--- src/rtl/regbank_sequencer_pkg.sv ---
`default_nettype none
// ============================================================================
// Module   : regbank_sequencer_pkg
// Purpose  : Shared encodings for the register-bank sequencer. The register
//            bank uses the same encodings.
//            - op_kind codes coming from instruction decode
//            - regbank_control codes driven toward the register bank
//            - 3-bit sequencer state encoding
// Ports    : none (package)
// Revision : 1.0 - initial release
// ============================================================================
package regbank_sequencer_pkg;

    // Decoded instruction kinds (op_kind input)
    localparam logic [2:0] c_op_nop        = 3'd0;
    localparam logic [2:0] c_op_alu        = 3'd1;
    localparam logic [2:0] c_op_load       = 3'd2;
    localparam logic [2:0] c_op_store      = 3'd3;
    localparam logic [2:0] c_op_swi        = 3'd4;
    localparam logic [2:0] c_op_rfe        = 3'd5;
    localparam logic [2:0] c_op_bank_clear = 3'd6;
    localparam logic [2:0] c_op_reserved   = 3'd7;

    // Register bank commit controls (regbank_control output)
    localparam logic [2:0] c_ctl_none      = 3'd0;
    localparam logic [2:0] c_ctl_alu_rd    = 3'd1;
    localparam logic [2:0] c_ctl_clear     = 3'd2;
    localparam logic [2:0] c_ctl_mem_rd    = 3'd3;
    localparam logic [2:0] c_ctl_enter_prv = 3'd4;

    // Sequencer state encoding
    localparam logic [2:0] c_st_idle       = 3'd0;
    localparam logic [2:0] c_st_commit     = 3'd1;
    localparam logic [2:0] c_st_mem_wait   = 3'd2;
    localparam logic [2:0] c_st_mem_commit = 3'd3;
    localparam logic [2:0] c_st_trap       = 3'd4;

endpackage : regbank_sequencer_pkg
`default_nettype wire

--- src/rtl/regbank_sequencer.sv ---
`default_nettype none
// ============================================================================
// Module   : regbank_sequencer
// Purpose  : Per-instruction sequencer for the register bank. It owns the
//            privilege bit, the data-memory wait handshake with timeout, and
//            trap entry (SWI, IRQ, memory timeout).
// Ports    :
//   clock           in   single clock, all state updates on posedge
//   reset           in   synchronous, active-low reset
//   instr_valid     in   decoded instruction available
//   op_kind         in   [2:0] instruction kind (see package codes)
//   irq             in   level interrupt request
//   irq_enable      in   global interrupt mask
//   mem_ready       in   data memory completes the current access
//   instr_ack       out  instruction consumed this cycle
//   mem_request     out  data access outstanding
//   regbank_enable  out  register bank commit strobe
//   regbank_control out  [2:0] commit control (see package codes)
//   privileged_mode out  selects the privileged stack pointer in the bank
//   busy            out  sequencer not idle
//   fault           out  sticky memory-timeout flag
// Revision : 1.0 - initial release
// ============================================================================
module regbank_sequencer
    import regbank_sequencer_pkg::*;
#(
    parameter int MEM_TIMEOUT = 16,
    parameter int CNT_WIDTH   = 5
) (
    input  logic       clock,
    input  logic       reset,
    input  logic       instr_valid,
    input  logic [2:0] op_kind,
    input  logic       irq,
    input  logic       irq_enable,
    input  logic       mem_ready,
    output logic       instr_ack,
    output logic       mem_request,
    output logic       regbank_enable,
    output logic [2:0] regbank_control,
    output logic       privileged_mode,
    output logic       busy,
    output logic       fault
);

    // Last wait count before the access is declared timed out
    localparam logic [CNT_WIDTH-1:0] c_cnt_last = CNT_WIDTH'(MEM_TIMEOUT - 1);
    localparam logic [CNT_WIDTH-1:0] c_cnt_one  = CNT_WIDTH'(1);

    logic [2:0]           r_state;
    logic [2:0]           r_op_q;
    logic [CNT_WIDTH-1:0] r_wait_cnt;
    logic                 r_priv;
    logic                 r_fault;

    logic                 w_idle;
    logic                 w_irq_take;
    logic                 w_accept;

    // Interrupts are only taken from user mode; an instruction presented in
    // the same cycle is left unacknowledged and retried after the trap.
    assign w_idle     = (r_state == c_st_idle);
    assign w_irq_take = irq & irq_enable & ~r_priv;
    assign w_accept   = w_idle & ~w_irq_take & instr_valid;

    always_ff @(posedge clock) begin
        if (!reset) begin
            r_state    <= c_st_idle;
            r_op_q     <= c_op_nop;
            r_wait_cnt <= '0;
            r_priv     <= 1'b0;
            r_fault    <= 1'b0;
        end else begin
            case (r_state)
                c_st_idle: begin
                    if (w_irq_take) begin
                        r_state <= c_st_trap;
                    end else if (instr_valid) begin
                        r_op_q <= op_kind;
                        case (op_kind)
                            c_op_load, c_op_store: begin
                                r_state    <= c_st_mem_wait;
                                r_wait_cnt <= '0;
                            end
                            c_op_swi: r_state <= c_st_trap;
                            default:  r_state <= c_st_commit;
                        endcase
                    end
                end
                c_st_commit: begin
                    // Return from exception drops privilege as it retires
                    if (r_op_q == c_op_rfe) begin
                        r_priv <= 1'b0;
                    end
                    r_state <= c_st_idle;
                end
                c_st_mem_wait: begin
                    // mem_ready takes precedence over a coincident timeout
                    if (mem_ready) begin
                        r_state <= (r_op_q == c_op_load) ? c_st_mem_commit : c_st_commit;
                    end else if (r_wait_cnt == c_cnt_last) begin
                        r_fault <= 1'b1;
                        r_state <= c_st_trap;
                    end else begin
                        r_wait_cnt <= r_wait_cnt + c_cnt_one;
                    end
                end
                c_st_mem_commit: begin
                    r_state <= c_st_idle;
                end
                c_st_trap: begin
                    r_priv  <= 1'b1;
                    r_state <= c_st_idle;
                end
                default: begin
                    r_state <= c_st_idle;
                end
            endcase
        end
    end

    // Moore commit outputs decoded from state and the latched op
    always_comb begin
        regbank_enable  = 1'b0;
        regbank_control = c_ctl_none;
        case (r_state)
            c_st_commit: begin
                regbank_enable = 1'b1;
                if (r_op_q == c_op_alu) begin
                    regbank_control = c_ctl_alu_rd;
                end else if (r_op_q == c_op_bank_clear) begin
                    regbank_control = c_ctl_clear;
                end
            end
            c_st_mem_commit: begin
                regbank_enable  = 1'b1;
                regbank_control = c_ctl_mem_rd;
            end
            c_st_trap: begin
                regbank_enable  = 1'b1;
                regbank_control = c_ctl_enter_prv;
            end
            default: begin
                regbank_enable  = 1'b0;
                regbank_control = c_ctl_none;
            end
        endcase
    end

    assign instr_ack       = w_accept;
    assign mem_request     = (r_state == c_st_mem_wait);
    assign busy            = ~w_idle;
    assign privileged_mode = r_priv;
    assign fault           = r_fault;

endmodule : regbank_sequencer
`default_nettype wire

--- config.mk ---
export PLATFORM = sky130hd
export DESIGN_NAME = regbank_sequencer
export DESIGN_NICKNAME = d
export VERILOG_FILES = /design/src/rtl/regbank_sequencer_pkg.sv /design/src/rtl/regbank_sequencer.sv
export SDC_FILE = /design/constraint.sdc
export NUM_CORES = 1
export LEC_CHECK = 0
export CAP_MARGIN = 20
export CORE_MARGIN = 2
export CORE_UTILIZATION = 45
export DETAILED_ROUTE_END_ITERATION = 8
export PLACE_DENSITY_LB_ADDON = 0.3
export SYNTH_ARGS = -nofsm -noshare
export SYNTH_HDL_FRONTEND = slang
export SYNTH_SLANG_ARGS = --single-unit
export TNS_END_PERCENT = 100
--- constraint.sdc ---
create_clock -name clock -period 3.8 [get_ports clock]
set_input_delay 0.95 -clock clock [delete_from_list [all_inputs] [get_ports clock]]
set_output_delay 0.95 -clock clock [all_outputs]
set_load 0.05 [all_outputs]
-- Word-level counts from Yosys, hierarchy flattened
Cells that the tools add are included.
- $add $sub $neg: 1
- multiply operators: 0
- div/mod/pow operators: 0
- $lt $le $gt $ge: 0
- equal/unequal tests: 20
- shift operators: 0
- muxes and demuxes: 19
- bitwise gates (word level): 8
- reductions and logical operators: 10
- operator list (kind ; number):
    2-to-1 mux 5 bit ; 5
    == test 3 x 2 -> 1 bit (second input constant) ; 5
    == test 3 bit (second input constant) ; 4
    2-to-1 mux 3 bit ; 4
    case mux 3 bit (2 select lines) ; 2
    != test 2 bit (second input constant) ; 5
    case mux 5 bit (2 select lines) ; 1
    case mux 3 bit (3 select lines) ; 1
    == test 3 x 1 -> 1 bit (second input constant) ; 2
    2-to-1 mux 2 bit ; 3
    != test 3 x 2 -> 1 bit (second input constant) ; 2
    AND reduction 3 bit ; 2
    AND reduction 6 bit ; 1
    adder 5 x 1 -> 5 bit (second input constant) ; 1
    == test 5 x 4 -> 1 bit (second input constant) ; 1
    bitwise AND 1 bit ; 4
    inverter 1 bit ; 4
    AND reduction 2 bit ; 2
    nonzero test 2 bit ; 2
    zero test 3 bit ; 1
    OR reduction 3 bit ; 1
    2-to-1 mux 1 bit ; 2
    != test 2 x 1 -> 1 bit (second input constant) ; 1
    case mux 1 bit (2 select lines) ; 1
    OR reduction 2 bit ; 1
- register bits after elaboration: 13
- latch bits: 0
- bits in writable memories: 0
- memory bits (read-only): 0
- bits of input ports: 9
- output and inout bits: 9
- word-level logic and storage cells: 63
- memories: 0

-- Depth between registers and ports, before layout
Gate-level depths: netlist (run 1).
- word-level depth: 6
- gate-level depth with buffers: 7
- gate-level depth less buffers: 7

-- Worst setup path after synthesis (run 1)
No wires, ideal clock.
- path kind: input port to output port
- from: input port irq_enable
- to: output port instr_ack
- data arrival time: 1.633 ns
- data required time: 2.850 ns
- setup slack: 1.217 ns
- stages on the path: 3
- path buffers: 0
- path through: nand3b_1 nand3_1 inv_1
- longest elaborated chain between the ends: 5
- RTL lines (what ; RTL line ; text):
    start, declared ; regbank_sequencer.sv:35 ; input logic irq_enable,
    bitwise AND 1 bit (2 in a row) ; regbank_sequencer.sv:63 ; assign w_irq_take = irq & irq_enable & ~r_priv;
    inverter 1 bit (no line) ; - ;
    bitwise AND 1 bit (2 in a row) ; regbank_sequencer.sv:64 ; assign w_accept = w_idle & ~w_irq_take & instr_valid;
    end, declared ; regbank_sequencer.sv:37 ; output logic instr_ack,
No other way between the ends.

-- Final worst setup path (run 1)
Same ends and word-level chain as after synthesis.

==> out/results.txt, run 1 <==
The flow ran to the end, and the final reports show no timing, DRC or antenna violations. Across all layers, the routed design uses 635 vias. The post-route netlist has 6.93% of its cells at a drive strength greater than 1.

Hold repair after CTS inserted 0 buffers. The setup TNS is 0 ps, and the number of nets in the layout is 113. The logs give 113 for the count of placed standard cells including taps and 0 for the buffer count from post-CTS setup fixing.

The total power was 0.000336 W; the count of cell types in the netlist was 27. The H-tree depth is 1, and the number of slew-limit violations in the final report is 0. Yosys mapped a number of flops with a built-in enable equal to 0. The run gives 38.2% as the sequential element share of the synthesized area.

By area the synthesized netlist is led by sky130_fd_sc_hd__dfxtp_1, sky130_fd_sc_hd__nor2b_1, sky130_fd_sc_hd__mux2i_1. After detailed placement, the total cell area comes to 865 sq um. STA classifies the critical path endpoint as a primary output. The number of iterations in the first detailed-routing pass was 3; the post-detailed-route DRC marker count was 0. The via count of the first global-routing pass was 632. Setup repair after global routing left no endpoint under its margin. sky130_fd_sc_hd__dfxtp_1 is the most common cell in the netlist.

The register-to-register setup slack came out at 1910 ps. The deepest clock path buffer count is 2, and the floorplan die height is 42.9 microns. The boundary pin count came out at 18.

Clock skew on the completed layout was measured at 5.36 ps. The top cell type by area accounts for 38.2% of the synthesized area. At the end of routability-driven placement, the weighted congestion stood at 0.737. The number of hold-slack violations in the final timing report came out at 0.

For this run, the leading register cell type out of synthesis is sky130_fd_sc_hd__dfxtp_1. Sorting the synthesized cells by how often they occur yields sky130_fd_sc_hd__dfxtp_1, sky130_fd_sc_hd__nor2_1, sky130_fd_sc_hd__inv_1. For the total grt overflow, the log shows 0. Data on the critical path arrives at its endpoint at 2050 ps.

The floorplan has 14 rows. The total CTS buffers came out at 3. TritonCTS built the clock tree.

The biggest area contributor in the post-synthesis netlist is sky130_fd_sc_hd__dfxtp_1. The placed wire-length estimate is 1.09 mm. Die boundary width: 42.9 microns.

The first global-routing pass estimated 2.56 mm of wire. The tools report the number of antenna violations at the first check in global routing as 0. The number of routed nets with antenna violations is 0, and the average size of a mapped cell is 8.40 sq um. The area enclosed by the die boundary is 1840 sq um. 0 antenna diodes ended up in the layout. Measured against its own limit, the worst slew margin works out to 66.8%. The final standard cell area without fillers is 892 sq um, and the pin slew with the least headroom to its limit is 496 ps. The tools report the element type at the critical path start as an input port.

The total of buffers placed on input and output ports was 17. Summed over all layers, the routed wires come to 1.42 mm. For the final non-filler cell total, the log shows 117.

Summing every instance area after synthesis gives 681 sq um. The number of warnings issued by yosys is 0. Along the worst path, the maximum fanout reaches 5. Derived from the worst setup path, the maximum achievable clock frequency is 333 MHz. The power density of the placed cells was 377 nW/um^2; the synthesized netlist net count was 92. Entering global routing, the biggest net connects 12 pins. The clock latency on the worst-skew pair was 290 ps.

Clock-pin slew was measured on the worst setup and hold paths at 80 ps. Dividing the detail-routed via count by the number of cells gives 5.43. Clock tree synthesis selected as its root buffer the cell sky130_fd_sc_hd__clkbuf_4. The path class of the tightest hold or removal check is reg -> reg. For the clock sink count, the log shows 13. The worst path in the final design needs a cycle of 3000 ps, including I/O delays and setup.

The final number of setup-violating endpoints was 0; the fraction of the cycle the final worst path needs was 79.1%. Once the floorplan was initialized, standard cells occupied 46.8% of the core. The tools report the capturing instance or port of the critical path as instr_ack.

The post-synthesis async set-or-reset flop share is 0%, and the worst hold slack after final layout is 467 ps. The worst setup path category is in -> out. Critical path data required time: 2850 ps. The area growth from synthesis to layout is 31.1%. After the first detailed-routing iteration, the DRC count stood at 10. The start point of the critical path is irq_enable. In the synthesized netlist, the number of instances is 81. The largest vdd supply drop came out at 0.262 mV. In the final routed layout, each cell accounts on average for 12.1 microns. In this run the critical register-to-register path is launched from r_wait_cnt[0]. Across the run, the number of max-cap violations was 0. The floorplan step defined a core boundary enclosing 1450 sq um.

The overall track demand over capacity in global routing was 18.4%; the synthesized flop and latch total was 13. The number of gates resized after CTS was 0. The number of cells on the worst reg-to-reg path is 7. In this run the static leakage power is 0.384 nW. End of the worst register-to-register path: r_wait_cnt[1].
## registers in the layout (all words and copies together), names as in the netlist
signal / cells
r_state: 3
r_wait_cnt: 5
fault: 1
privileged_mode: 1
r_op_q: 3
## where the power goes
part | switching (W) | internal, W
sequential | 0.00000831 | 0.000143
combinational | 0.0000587 | 0.0000373
clock | 0.0000502 | 0.0000391
total | 0.000117 | 0.000219
## worst min-delay path by stage
| stage | cells past startpoint | startpoint | endpoint | slack, ps |
|---|---|---|---|---|
| after CTS | 1 | r_wait_cnt[4] | r_wait_cnt[4] | 470 |
| after global placement | 1 | r_wait_cnt[4] | r_wait_cnt[4] | 450 |
| after global routing | 1 | r_wait_cnt[4] | r_wait_cnt[4] | 500 |
| after detailed placement | 1 | r_wait_cnt[4] | r_wait_cnt[4] | 450 |
| after floorplan | 1 | r_wait_cnt[4] | r_wait_cnt[4] | 430 |
| final | 1 | r_wait_cnt[4] | r_wait_cnt[4] | 470 |
## per-stage QoR
step	setup WS, ps	util, %
floorplan	1220	-
global placement	839	59.5
detailed placement	808	59.5
CTS	809	61.4
global route	701	61.4
finish	795	61.4
## metal layers
layer  vias to the layer above  global-route usage (%)  wire length [microns]
met5                         -                       0                      0
met4                         0                    9.38                     22
met3                         3                    3.83                     38
met2                        10                    31.5                    720
met1                       296                    21.3                    635
li1                        326                       -                      -
## cell families (layout without fill, tap and decap cells)
| logic type | after synthesis | after routing | synth area share (%) |
|---|---|---|---|
| multiplexers | 3 | 3 | 4.41 |
| AND/OR/NAND/NOR | 38 | 38 | 32.4 |
| AO/OA/AOI/OAI | 17 | 17 | 16.9 |
| buffers and inverters | 8 | 28 | 4.41 |
| flip-flops | 13 | 13 | 38.2 |
| adder cells (fa/ha/maj) | 2 | 2 | 3.68 |
## critical path, cell delays in order
cell	delay (ps)
sky130_fd_sc_hd__clkdlybuf4s50_1	460
sky130_fd_sc_hd__nand3b_1	150
sky130_fd_sc_hd__nand3_1	240
sky130_fd_sc_hd__inv_1	60
sky130_fd_sc_hd__buf_4	190
## cell type report
class	instances	area, sq um
inverters	7	26.3
clock inverters	1	5.00
flip-flops and latches	13	260
repair buffers	17	168
multi-input cells	60	390
well taps	16	20.0
fillers	145	562
clock buffers	3	22.5
## cells in the final DEF (no fill, tap or decap), types with 2 or more instances in the layout
cell type	count
sky130_fd_sc_hd__nor2_1	8
sky130_fd_sc_hd__ha_1	2
sky130_fd_sc_hd__nand2b_1	4
sky130_fd_sc_hd__nand3_1	4
sky130_fd_sc_hd__clkbuf_4	3
sky130_fd_sc_hd__a21o_1	3
sky130_fd_sc_hd__nand3b_1	2
sky130_fd_sc_hd__o21ai_0	2
sky130_fd_sc_hd__dfxtp_1	13
sky130_fd_sc_hd__clkdlybuf4s50_1	16
sky130_fd_sc_hd__and3_1	2
sky130_fd_sc_hd__mux2i_1	3
sky130_fd_sc_hd__a21oi_1	4
sky130_fd_sc_hd__nor2b_1	6
sky130_fd_sc_hd__a31oi_1	2
sky130_fd_sc_hd__nand2_1	6
sky130_fd_sc_hd__inv_1	7
sky130_fd_sc_hd__nand4_1	2
(Power assumes the default switching activity.)
==> run 2, diff against run 1 <==
clock period = 3.13 ns   (was 3.8 ns; I/O delays follow)
==> out/results.txt, run 2 (synthesis gave the netlist of run 1 again) <==
The via count of the first global-routing pass is 574 (was 632), and the final standard cell area without fillers is 903 sq um (was 892 sq um). The pin slew with the least headroom to its limit is 497 ps (was 496 ps). The tools report the leakage power of the design as 0.385 nW (was 0.384 nW). The H-tree depth is 1 (unchanged). The quantity of hold-fixing buffers added after cts was 0 (unchanged). Most frequent cells in the layout: sky130_fd_sc_hd__clkdlybuf4s50_1, sky130_fd_sc_hd__dfxtp_1, sky130_fd_sc_hd__nor2_1 (unchanged). Number of vias after detailed routing: 622 (was 635).

Maximum frequency from static timing analysis: 369 MHz. The tools report the endpoint kind of the worst setup timing path as a primary output (unchanged). Post-detailed-route via-to-cell ratio: 5.32 (was 5.43). TritonCTS built the clock tree. The fraction of the cycle the final worst path needs was 86.6%. The run gives 0 ps (unchanged) as the setup TNS. Wire length of the first global-routing pass: 2.30 mm (was 2.56 mm). The switching power is 0.000137 W (was 0.000117 W). Clock sink count: 13 (unchanged).

The total of buffers placed on input and output ports was 17 (unchanged). The run finished with clean final reports. The logs give 0.000409 W (was 0.000336 W) for the total power and 3.01 ps (was 5.36 ps) for the largest clock skew in the final design.

The tools report the critical path data required time as 2350 ps (was 2850 ps). The switching part of the total was 33.4% (was 34.8%); the deepest clock path buffer count was 2 (unchanged). The logs give 0 (unchanged) for the buffer count from post-CTS setup fixing and 0 (unchanged) for the number of routed nets with antenna violations.

Registers with the most flip-flops: r_wait_cnt x5, r_op_q x3, r_state x3 (unchanged). The run gives 0 (unchanged) as the post-detailed-route DRC marker count. The tools report the number of antenna violations at the first check in global routing as 0 (unchanged).

The run gives 62.1% (was 61.4%) as the share of the core filled with cells in the final layout. For the finished layout, the period the worst path requires is 2710 ps. The worst path buffer plus inverter count was 1 (was 3); the arrival time at the worst endpoint was 1930 ps (was 2050 ps).

The worst setup path category is reg -> out (was in -> out). Setup repair after global routing left no endpoint under its margin. The standard cell with the maximum stage delay on the critical path was sky130_fd_sc_hd__clkdlybuf4s50_1 (unchanged).

The flip-flop count of the largest register, all copies and words added works out to 5 (unchanged). The area growth from synthesis to final layout came out at 32.7% (was 31.1%). The run gives 46.8% (unchanged) as the initial cell density of the core. The path type of the worst min-delay path is reg -> reg (unchanged).

Delay of the slowest cell on the worst path: 860 ps (was 460 ps). The number of nets in the layout was 113 (unchanged). The die boundary width is 42.9 microns (unchanged), and the sequential group share of total power is 44.8% (was 44.9%).

The total grt overflow was 0 (unchanged). Root cell of the clock tree: sky130_fd_sc_hd__clkbuf_4 (unchanged). The area enclosed by the die boundary came out at 1840 sq um (unchanged). The floorplan row count came out at 14 (unchanged). The tools report the total CTS buffers as 3 (unchanged).

The tools report the final number of setup-violating endpoints as 0 (unchanged). Power density of the placed cells: 453 nW/um^2 (was 377 nW/um^2). The tools report the element type at the critical path start as a flip-flop (was an input port).

The gate family responsible for the most delay along the worst path is buffers and inverters (unchanged). The clock latency on the worst-skew pair was 280 ps (was 290 ps); the global placement routability congestion was 0.715 (was 0.737). For the number of gates resized after CTS, the log shows 0 (unchanged). The number of violations reported at the end of detailed-routing iteration 0 is 16 (was 10), and the share of power burned in the clock network is 25.6% (was 26.6%). The worst relative slew slack was 66.8% (about the same).

The pin count of the biggest net entering global routing is 12 (unchanged). Fraction of layout cells with a size suffix above 1: 5.94% (was 6.93%). The run gives 0 (unchanged) as the number of hold-slack violations in the final timing report.

Proportion of power drawn by combinational gates: 29.6% (was 28.5%). Max capacitance violation total: 0 (unchanged). The largest driver fanout on the critical path is 7 (was 5). The logs give 877 sq um (was 865 sq um) for the post-placement cell area and 0 (unchanged) for the number of antenna repair diodes. The run gives 6 (was 3) as the number of iterations in the first detailed-routing pass. The leading cell type in the layout, fill and taps excluded was sky130_fd_sc_hd__clkdlybuf4s50_1 (unchanged).

The floorplan die height came out at 42.9 microns (unchanged). The run gives 1.34 mm (was 1.42 mm) as the sum of routed wire length over all layers. The largest vdd supply drop is 0.254 mV (was 0.262 mV), and the boundary pin count is 18 (unchanged).

Clock slew seen by the registers of the worst setup and hold paths: 80 ps (about the same). The internal power was 0.000272 W (was 0.000219 W). The worst hold slack after final layout came out at 474 ps (was 467 ps). Critical Path, Cell by Cell: nor3b_4, clkdlybuf4s50_1 (was clkdlybuf4s50_1, nand3b_1, nand3_1, inv_1, buf_4). The area inside the core boundary is 1450 sq um (unchanged), and the number of slew-limit violations in the final report is 0 (unchanged). Overall track demand over capacity in global routing: 17.0% (was 18.4%). The top register by number of flip-flops is r_wait_cnt (unchanged). The average wire length per cell after detail routing came out at 11.5 microns (was 12.1 microns).
-- run 2: changes by cell type in the layout (fill, tap and decap cells not counted) --
cell / previous run / this run
sky130_fd_sc_hd__buf_4: 1 / 0
sky130_fd_sc_hd__clkinv_2: 1 / 0
sky130_fd_sc_hd__clkbuf_1: 0 / 1
sky130_fd_sc_hd__buf_12: 0 / 1
-- run 2: metrics by stage --
step	worst slack (ps)	std cells
global placement	488	113
global route	326	117
floorplan	882	81
CTS	418	117
detailed placement	445	113
finish	418	117
-- run 2: cell type report --
cell class	instances	area, sq um
well taps	16	20.0
repair buffers	17	180
clock buffers	4	26.3
multi-input cells	60	390
fillers	136	551
flip-flops and latches	13	260
inverters	7	26.3
-- run 2: final timing paths --
kind	end	depth (start not counted)	startpoint	slack, ps
max	mem_request	2	r_state[1]	420
min	r_wait_cnt[4]	1	r_wait_cnt[4]	470
max reg2reg	r_wait_cnt[1]	7	r_wait_cnt[0]	1250
min reg2reg	r_wait_cnt[4]	1	r_wait_cnt[4]	470
-- run 2: routing by layer --
layer  vias to the layer above  share of wire (%)  global-route usage, %
met5                         -                  0                      0
met4                         0                2.8                   11.9
met3                         5                3.6                   4.26
met2                        14                 48                   27.6
met1                       277                 45                   19.3
li1                        326                  -                      -
-- run 2: power by group through the flow --
| stage | Clock, W | Combinational, W | Sequential, W |
|---|---|---|---|
| finish | 0.000105 | 0.000121 | 0.000183 |
| global route | 0.000113 | 0.000129 | 0.000185 |
| CTS | 0.000107 | 0.000122 | 0.000183 |
| detailed placement | 0 | 0.000121 | 0.000187 |
| global placement | 0 | 0.000120 | 0.000187 |
| floorplan | 0 | 0.0000751 | 0.000189 |
==> run 3, diff against run 2 <==
ABC_AREA = 1   (was not set)
SLEW_MARGIN = 25   (was not set)
==> out/results.txt, run 3 <==
The flow ran to the end, and the final reports show no timing, DRC or antenna violations. The power density of the placed cells is 522 nW/um^2 (was 453 nW/um^2). The largest driver fanout on the critical path came out at 5 (was 7). The clock slew seen by the registers of the worst setup and hold paths is 80 ps (about the same). The number of flops mapped to enable cells by yosys was 0 (unchanged). Most frequent cells in the layout: sky130_fd_sc_hd__nand2_1, sky130_fd_sc_hd__inv_1, sky130_fd_sc_hd__nor2_1 (was sky130_fd_sc_hd__clkdlybuf4s50_1, sky130_fd_sc_hd__dfxtp_1, sky130_fd_sc_hd__nor2_1). The placed wire-length estimate came out at 1.30 mm. The leakage power of the design was 0.446 nW (was 0.385 nW); the met1 capacity usage during global routing was 21.4% (was 19.3%).

End of the worst register-to-register path: r_wait_cnt[0] (was r_wait_cnt[1]). The portion of synthesized cell area occupied by the leading cell type is 33.5% (was 38.2%). The number of antenna violations at the first check in global routing was 0 (unchanged). The area growth from synthesis to final layout was 29.5% (was 32.7%).

Registers with the most flip-flops: r_wait_cnt x5, r_op_q x3, r_state x3 (unchanged). The tools report the boundary pin count as 18 (unchanged). The run gives 0 (unchanged) as the number of antenna repair diodes. The met2 global-route usage was 28.5% (was 27.6%); the number of iterations in the first detailed-routing pass was 4 (was 6). Setup repair after global routing left no endpoint under its margin. The post-synthesis async set-or-reset flop share is 0% (unchanged), and the count of cell types in the netlist is 24 (was 27). The logs give 0 (unchanged) for the final number of setup-violating endpoints and 3 (unchanged) for the total CTS buffers. The area enclosed by the die boundary was 2080 sq um (was 1840 sq um).

Top register by number of flip-flops: r_wait_cnt (unchanged). The synthesized netlist net count is 131 (was 92), and the number of slew-limit violations in the final report is 0 (unchanged). The register-to-register setup slack was 1480 ps (was 1250 ps); the number of violations reported at the end of detailed-routing iteration 0 was 18 (was 16). The number of hold-slack violations in the final timing report is 0 (unchanged). The sum of routed wire length over all layers was 1.61 mm (was 1.34 mm). The fraction of layout cells with a size suffix above 1 is 10.6% (was 5.94%). Largest clock skew in the final design: 2.21 ps (was 3.01 ps).

The tools report the total power as 0.000525 W (was 0.000409 W). The critical path data required time was 2350 ps (about the same). The global placement routability congestion was 0.860 (was 0.715); the wire length of the first global-routing pass was 2.59 mm (was 2.30 mm). The root cell of the clock tree was sky130_fd_sc_hd__clkbuf_4 (unchanged). The final standard cell area without fillers was 1010 sq um (was 903 sq um). The synthesized flop and latch total was 13 (unchanged). Routing usage on met3: 5.95% (was 4.26%). The worst setup path category was reg -> out (unchanged). Main flop type after synthesis: sky130_fd_sc_hd__dfxtp_1 (unchanged).

The buffer count from post-CTS setup fixing is 0 (unchanged), and the clock sink count is 13 (unchanged). Layer with the highest usage: met2 (unchanged). For the quantity of hold-fixing buffers added after cts, the log shows 0 (unchanged). Leading post-synthesis cells by instance count: sky130_fd_sc_hd__nand2_1, sky130_fd_sc_hd__inv_1, sky130_fd_sc_hd__nor2_1 (was sky130_fd_sc_hd__dfxtp_1, sky130_fd_sc_hd__nor2_1, sky130_fd_sc_hd__inv_1). The tools report the setup TNS as 0 ps (unchanged). Start of the worst register-to-register path: r_wait_cnt[0] (unchanged). The tools report the capturing instance or port of the critical path as regbank_enable (was mem_request). For the pin count of the biggest net entering global routing, the log shows 9 (was 12). Floorplan die height: 45.6 microns (was 42.9 microns). The tools report the number of warnings issued by yosys as 0 (unchanged).

The number of cells produced by synthesis was 120 (was 81). The average size of a mapped cell works out to 6.47 sq um (was 8.40 sq um). TritonCTS built the clock tree. Die boundary width: 45.6 microns (was 42.9 microns).

The dominant cell by count in the synthesized netlist is sky130_fd_sc_hd__nand2_1 (was sky130_fd_sc_hd__dfxtp_1). The run gives 978 sq um (was 877 sq um) as the post-placement cell area. The element type at the critical path start is a flip-flop (unchanged). Post-detailed-route DRC marker count: 0 (unchanged). The tools report the sequential element share of the synthesized area as 33.5% (was 38.2%). The logs give 1 (unchanged) for the H-tree depth and 0 (unchanged) for the number of gates resized after CTS. The number of nets in the layout was 153 (was 113); the number of routed nets with antenna violations was 0 (unchanged). The share of the core filled with cells in the final layout is 60.2% (was 62.1%), and the flip-flop count of the largest register, all copies and words added is 5 (unchanged). The final non-filler cell total came out at 158 (was 117). Most area-consuming cells after synthesis: sky130_fd_sc_hd__dfxtp_1, sky130_fd_sc_hd__nand2_1, sky130_fd_sc_hd__inv_1 (was sky130_fd_sc_hd__dfxtp_1, sky130_fd_sc_hd__nor2b_1, sky130_fd_sc_hd__mux2i_1). The pin slew with the least headroom to its limit was 497 ps (about the same); the worst relative slew slack was 66.7% (was 66.8%).

The path type of the worst min-delay path is reg -> reg (unchanged). For the count of placed standard cells including taps, the log shows 154 (was 113). The maximum frequency from static timing analysis is 371 MHz (was 369 MHz), and the worst reg-to-reg path cell count is 10 (was 7). The area inside the core boundary was 1670 sq um (was 1450 sq um); the total of buffers placed on input and output ports was 17 (unchanged).

Netlist area before placement: 777 sq um (was 681 sq um). The post-detailed-route via-to-cell ratio is 4.95 (was 5.32). The via count of the first global-routing pass came out at 650 (was 574).

Start point of the critical path: r_state[1] (unchanged). The max capacitance violation total is 0 (unchanged), and the overall track demand over capacity in global routing is 17.2% (was 17.0%). The deepest clock path buffer count was 2 (unchanged). The tools report the largest vdd supply drop as 0.378 mV (was 0.254 mV). For the total grt overflow, the log shows 0 (unchanged). The floorplan row count was 15 (was 14). The tools report the endpoint kind of the worst setup timing path as a primary output (unchanged). Average wire length per cell after detail routing: 10.2 microns (was 11.5 microns). The fraction of the cycle the final worst path needs works out to 86.1% (was 86.6%).

The leading cell type in the layout, fill and taps excluded is sky130_fd_sc_hd__nand2_1 (was sky130_fd_sc_hd__clkdlybuf4s50_1). The clock latency on the worst-skew pair was 280 ps (about the same). The arrival time at the worst endpoint is 1910 ps (was 1930 ps).

The final critical-path required period came out at 2690 ps (was 2710 ps). The initial cell density of the core is 46.5% (was 46.8%). The run gives 782 (was 622) as the number of vias after detailed routing. The cell taking the most area after synthesis was sky130_fd_sc_hd__dfxtp_1 (unchanged).
[run 3: layout make-up]
| type | instances | area, sq um |
|---|---|---|
| Multi-Input combinational cell | 84 | 429 |
| Fill cell | 156 | 664 |
| Inverter | 23 | 87.6 |
| Clock buffer | 3 | 22.5 |
| Sequential cell | 13 | 260 |
| Clock inverter | 1 | 5.00 |
| Tap cell | 17 | 21.3 |
| Timing Repair Buffer | 17 | 180 |
[run 3: metrics by stage]
stage               hold WS, ps  setup slack (ps)
floorplan                   441               675
global placement            451               540
detailed placement          458               504
CTS                         475               430
global route                507               314
finish                      470               436
[run 3: worst min-delay path by stage]
stage          depth (start not counted)  slack, ps       endpoint           from
2_1_floorplan                          2        440  r_wait_cnt[3]  r_wait_cnt[3]
3_3_place_gp                           2        450  r_wait_cnt[4]  r_wait_cnt[4]
3_5_place_dp                           1        460          fault          fault
4_1_cts                                2        480  r_wait_cnt[4]  r_wait_cnt[4]
5_1_grt                                2        510  r_wait_cnt[4]  r_wait_cnt[4]
6_report                               2        470  r_wait_cnt[4]  r_wait_cnt[4]
[run 3: per-layer routing]
metal,up-vias,routed length [microns]
met2,16,701
met3,2,80
met1,338,818
li1,426,-
met4,0,9
met5,-,0
[run 3: power breakdown]
part           internal (W)  switching (W)  leakage (nW)
Sequential         0.000180      0.0000122         0.106
Clock             0.0000475      0.0000581        0.0177
Combinational     0.0000781       0.000150         0.322
[run 3: cell families (layout without fill, tap and decap cells)]
| kind of cell | Yosys count | count (layout) | synth area share, % |
|---|---|---|---|
| adders and majority gates | 2 | 2 | 3.22 |
| buffers and inverters | 23 | 44 | 11.3 |
| AOI/OAI and AO/OA | 18 | 18 | 13.0 |
| DFF | 13 | 13 | 33.5 |
| and+or+nand+nor | 64 | 64 | 39.0 |
[run 3: critical path, stage by stage, from the launching register on]
cell,delay (ps)
sky130_fd_sc_hd__dfxtp_1,370
sky130_fd_sc_hd__inv_1,150
sky130_fd_sc_hd__nand2_1,70
sky130_fd_sc_hd__nor2_1,120
sky130_fd_sc_hd__inv_1,70
sky130_fd_sc_hd__nand2_1,60
sky130_fd_sc_hd__clkdlybuf4s50_1,800
